--- config.mk ---
export PLATFORM = sky130hd
export DESIGN_NAME = plus_asic_gate
export DESIGN_NICKNAME = d
export VERILOG_FILES = /design/src/rtl/plus_asic_pkg.sv /design/src/rtl/plus_rd_mux.sv /design/src/rtl/plus_asic_gate.sv
export SDC_FILE = /design/constraint.sdc
export NUM_CORES = 1
export LEC_CHECK = 0
export ABC_AREA = 1
export BUFFER_PORTS_ARGS = -buffer_cell sky130_fd_sc_hd__buf_2
export CORE_MARGIN = 2
export CORE_UTILIZATION = 52
export CTS_BUF_LIST = sky130_fd_sc_hd__clkbuf_16
export DETAILED_ROUTE_END_ITERATION = 7
export PLACE_DENSITY = 0.87
export SYNTH_ARGS = -nofsm -noshare
export SYNTH_HDL_FRONTEND = slang
export SYNTH_SLANG_ARGS = --single-unit
--- constraint.sdc ---
create_clock -name clk_sys -period 5 [get_ports clk_sys]
set_clock_uncertainty 0.2 [all_clocks]
set_input_delay 0.25 -clock clk_sys [delete_from_list [all_inputs] [get_ports clk_sys]]
set_output_delay 0.25 -clock clk_sys [all_outputs]
set_load 0.03 [all_outputs]
--- src/rtl/plus_asic_pkg.sv ---
// Shared types and constants for the Plus ASIC unlock gate.
package plus_asic_pkg;

  localparam int unsigned SEQ_LEN_MAX = 32;
  localparam logic [2:0]  RMR2_OP     = 3'b101;
  localparam logic [7:0]  CRTC_SEL_HI = 8'hBC;

  typedef enum logic [1:0] {
    ST_IDLE  = 2'd0,
    ST_SYNC  = 2'd1,
    ST_MATCH = 2'd2
  } gate_state_e;

  // Unlock sequence; unused tail entries are zero.
  localparam logic [0:SEQ_LEN_MAX-1][7:0] ACID_SEQ = {
    8'hFF, 8'h00, 8'hFF, 8'h77, 8'hB3, 8'h51, 8'hA8, 8'hD4,
    8'h62, 8'h39, 8'h9C, 8'h46, 8'h2B, 8'h15, 8'h8A, 8'hCD,
    8'hEE, 120'h0
  };

endpackage

--- src/rtl/plus_rd_mux.sv ---
// Priority read-data mux (lowest source index wins) with registered output.
module plus_rd_mux
  import plus_asic_pkg::*;
#(
  parameter int unsigned N_SRC = 4
) (
  input  logic               clk_sys,
  input  logic               reset_n,
  input  logic               rd,
  input  logic [N_SRC-1:0]   src_valid,
  input  logic [8*N_SRC-1:0] src_data,
  output logic [7:0]         data_out,
  output logic               hit
);

  logic [7:0] sel_data;
  logic       sel_hit;

  always_comb begin
    sel_data = 8'hFF;
    sel_hit  = 1'b0;
    for (int i = 0; i < int'(N_SRC); i++) begin
      if (!sel_hit && src_valid[i]) begin
        sel_data = src_data[8*i +: 8];
        sel_hit  = 1'b1;
      end
    end
  end

  // Outputs only move on a read cycle; otherwise they hold.
  always_ff @(posedge clk_sys or negedge reset_n) begin
    if (!reset_n) begin
      data_out <= 8'hFF;
      hit      <= 1'b0;
    end else if (rd) begin
      data_out <= sel_data;
      hit      <= sel_hit;
    end
  end

endmodule

--- src/rtl/plus_asic_gate.sv ---
// Plus ASIC unlock gate: CRTC-select byte sequence matcher, RMR2 page enable,
// and the CPU read-data mux.
module plus_asic_gate
  import plus_asic_pkg::*;
#(
  parameter int unsigned SEQ_LEN = 17,
  parameter int unsigned N_SRC   = 4
) (
  input  logic               clk_sys,
  input  logic               reset_n,
  input  logic               plus_mode,
  input  logic [15:0]        cpu_addr,
  input  logic [7:0]         cpu_data_in,
  input  logic               cpu_wr,
  input  logic               cpu_rd,
  input  logic [N_SRC-1:0]   src_valid,
  input  logic [8*N_SRC-1:0] src_data,
  output logic [7:0]         cpu_data_out,
  output logic               rd_hit,
  output logic               unlocked,
  output logic               unlock_pulse,
  output logic               asic_page_en,
  output logic [4:0]         seq_idx
);

  localparam logic [4:0] LAST_IDX = 5'(SEQ_LEN - 1);

  gate_state_e state;
  logic        cpu_wr_q;
  logic        wr_event;
  logic        crtc_wr;
  logic        rmr2_wr;
  logic        byte_ok;
  logic        byte_zero;
  logic        unused_addr_lo;

  assign unused_addr_lo = ^cpu_addr[7:0];

  assign wr_event  = cpu_wr & ~cpu_wr_q;
  assign crtc_wr   = wr_event && (cpu_addr[15:8] == CRTC_SEL_HI);
  assign rmr2_wr   = wr_event && (cpu_addr[15:14] == 2'b01) && (cpu_data_in[7:5] == RMR2_OP);
  assign byte_ok   = (cpu_data_in == ACID_SEQ[seq_idx]);
  assign byte_zero = (cpu_data_in == 8'h00);

  // Sequence matcher and lock/page state.
  always_ff @(posedge clk_sys or negedge reset_n) begin
    if (!reset_n) begin
      state        <= ST_IDLE;
      seq_idx      <= 5'd0;
      unlocked     <= 1'b0;
      unlock_pulse <= 1'b0;
      asic_page_en <= 1'b0;
      cpu_wr_q     <= 1'b0;
    end else begin
      cpu_wr_q     <= cpu_wr;
      unlock_pulse <= 1'b0;
      if (!plus_mode) begin
        state        <= ST_IDLE;
        seq_idx      <= 5'd0;
        unlocked     <= 1'b0;
        asic_page_en <= 1'b0;
      end else begin
        if (crtc_wr) begin
          case (state)
            ST_IDLE: begin
              if (!byte_zero) state <= ST_SYNC;
            end
            ST_SYNC: begin
              // The zero byte completes SEQ[0], SEQ[1].
              if (byte_zero) begin
                state   <= ST_MATCH;
                seq_idx <= 5'd2;
              end
            end
            ST_MATCH: begin
              if (seq_idx == LAST_IDX) begin
                state   <= ST_IDLE;
                seq_idx <= 5'd0;
                if (byte_ok) begin
                  unlocked     <= 1'b1;
                  unlock_pulse <= ~unlocked;
                end else begin
                  unlocked     <= 1'b0;
                  asic_page_en <= 1'b0;
                end
              end else if (byte_ok) begin
                seq_idx <= seq_idx + 5'd1;
              end else begin
                seq_idx <= 5'd0;
                state   <= byte_zero ? ST_IDLE : ST_SYNC;
              end
            end
            default: begin
              state   <= ST_IDLE;
              seq_idx <= 5'd0;
            end
          endcase
        end
        if (rmr2_wr) asic_page_en <= unlocked & (cpu_data_in[4:3] == 2'b11);
      end
    end
  end

  plus_rd_mux #(.N_SRC(N_SRC)) u_rd_mux (
    .clk_sys   (clk_sys),
    .reset_n   (reset_n),
    .rd        (cpu_rd),
    .src_valid (src_valid),
    .src_data  (src_data),
    .data_out  (cpu_data_out),
    .hit       (rd_hit)
  );

endmodule

==> impl_metrics.tcl <==
set metrics [dict create \
    status "complete, no violations" \
    vdd_drop_max_uv 224 \
    synth_cells 284 \
    drt_iter0_markers 176 \
    portBuffers 73 \
    layout_worst_path_cycle_share_pct 50.8 \
    slew_headroom_pct 66.0 \
    seq_area_frac_synth_pct 27.5 \
    tightest_slew_ns 0.510 \
    report.final.slew_viol_count 0 \
    routedWlPerCell_um 12.3 \
    holdWs_ns 0.0780 \
    fmax_mhz 394 \
    power_uw 461 \
    wl_um 4950 \
    grtUsageTotal_pct 25.7 \
    core_area_mm2 0.00339 \
    cts_resized 0 \
    cts_max_level 1 \
    vias 2100 \
    clockRootBuffer "clkbuf_16" \
    diodes 0 \
    nets 434 \
    cp-start-kind "flop" \
    cts_tree "built" \
    maxCapViolCount 0 \
    fin_cells 403 \
    grt_antenna_before_repair 0 \
    whs_path_depth 3 \
    die_w_um 63.7 \
    mostFrequentLayoutCells "93 x nand2_1, 73 x buf_2, 40 x inv_1, 30 x nand3_1, 19 x o21ai_0" \
    multi_input_area_mm2 0.00113 \
    drtPass1Iterations 5 \
    setup_viol 0 \
    yosys_warnings 0 \
    fill_cells 313 \
    areaGrowthSynthToFinish_pct 25.7 \
    endpoint_kind "flop" \
    numClockSinks 20 \
    ctsLongestPathBuffers 2 \
    worst_ep_required_time_ns 4.99 \
    rsz0062_at_grt "false" \
    leakage_nw 1.26 \
    setup-tns-final_ns 0 \
    clkLatencyLatePin_ns 0.25 \
    syn_avg_cell_area_um2 6.52 \
    r2r_cells 12 \
    grt_pass1_wl_um 8290 \
    yosysUniqueCellTypes 33 \
    via_per_inst 5.21 \
    dieArea_mm2 0.00406 \
    grt-ovfl-total 0 \
    fin_crit_ns 2.54 \
    hold_violations 0 \
    final_common_cell "nand2_1" \
    crit_type "flop to flop" \
    num_rows 21 \
    placed_cells 397 \
    grt_pass1_vias 1918 \
    hp-class "input pin to flop" \
    fp.dieH_um 63.7 \
    drc 0 \
    synth_nets 360 \
    initial_core_util_pct 54.7 \
    powerDensity_mw_per_mm2 198 \
    cts_buffers 3 \
    regArea_um2 510 \
    pin_count 82 \
    ant_nets 0 \
    hpwlAfterDp_um 3870 \
    cp_max_fo 11 \
    worstPathArrival_ns 2.53 \
    grt_max_degree 21 \
    syn_area_mm2 0.00185 \
    globalplace.congestion 0.916 \
    clk_pin_slew_worst_paths_ns 0.06 \
    drive_above_1_share_pct 27.7 \
    ys_seq_elements 20 \
]
==> logic make-up after synthesis <==
group / synth area share [%]
buffers and inverters: 11.4
AOI/OAI and AO/OA: 12.1
xor gates and xnor gates: 0.473
and+or+nand+nor: 41.1
adders and majority gates: 7.43
DFF: 27.5
==> where the power goes <==
| part | switching [mW] | total (mW) | internal (mW) |
|---|---|---|---|
| Clock | 0.0580 | 0.164 | 0.106 |
| Combinational | 0.0689 | 0.110 | 0.0416 |
| Sequential | 0.00793 | 0.186 | 0.178 |
| Total | 0.135 | 0.461 | 0.326 |
==> path summary, 6_finish.rpt <==
| path | start | endpoint | slack (ns) |
|---|---|---|---|
| setup reg to reg | seq_idx[0] | state[1] | 2.46 |
| max in group asynchronous | reset_n | u_rd_mux.data_out[4] | 4.00 |
| hold reg to reg | u_rd_mux.data_out[2] | u_rd_mux.data_out[2] | 0.30 |
| hold / removal | src_valid[3] | u_rd_mux.hit | 0.08 |
| min in group asynchronous | reset_n | u_rd_mux.hit | 0.26 |
| setup / recovery | seq_idx[0] | state[1] | 2.46 |
==> layout make-up <==
cell class	instances	share of cell area (%)
clock buffers	3	3.22
clock inverters	1	0.161
inverters	44	7.09
multi-input cells	214	48.6
flip-flops and latches	20	21.9
well taps	46	2.47
repair buffers	75	16.6
==> worst max-delay path: stages (launching register included) <==
cell and delay, ns:
dfrtp_1 0.47, inv_1 0.24, ha_1 0.28, nand4_2 0.30, nand2_1 0.16, nand2_1 0.06, nand2_1 0.05, nand3_1 0.11
nor2_4 0.18, nand4_2 0.18, nand2_1 0.12, nand2_1 0.06, nand2_1 0.06
==> routing by layer <==
metal  vias up  share of wire (%)  GRT usage, %
li1       1072                  -             -
met1       947                 42          30.9
met2        75                 52          45.5
met3         6                5.2          3.93
met4         0                1.4          10.1
met5         -                  0             0
==> state kept, by name, summed over array words and instances (netlist names) <==
name and cells:
unlock_pulse 1, seq_idx 5, state 2, asic_page_en 1
u_rd_mux.data_out 8, u_rd_mux.hit 1, cpu_wr_q 1, unlocked 1
==> Yosys cell counts (all sizes together) <==
library cell,instances,area share [%]
dfstp,8,11
nor3b,2,1.1
clkinv,1,0.20
xor2,1,0.47
a31oi,1,0.34
o31ai,1,0.68
nor2,20,5.0
nor3,6,1.9
nand2,95,20
nand4,9,3.7
nor4,1,0.34
dfrtp,12,16
clkbuf,1,0.20
o221ai,8,3.8
and2,1,0.34
nand3,32,9.2
buf,5,2.3
inv,43,8.7
o21ai,21,5.7
o211ai,2,0.81
a21oi,3,0.81
ha,11,7.4
==> stage by stage <==
step	area, µm²	setup WS, ns	util (%)
CTS	2330	2.45	68.7
floorplan	1850	2.68	-
detailed placement	2230	2.51	65.8
global route	2330	2.22	68.7
finish	2330	2.46	68.7
global placement	2230	2.59	65.8
==> timing repair <==
item	4_1_cts	5_1_grt
setup buffers	0	0
hold buffers	2	0
hold endpoints to repair	13	0
Note: power is estimated with default switching activity, not from simulation.
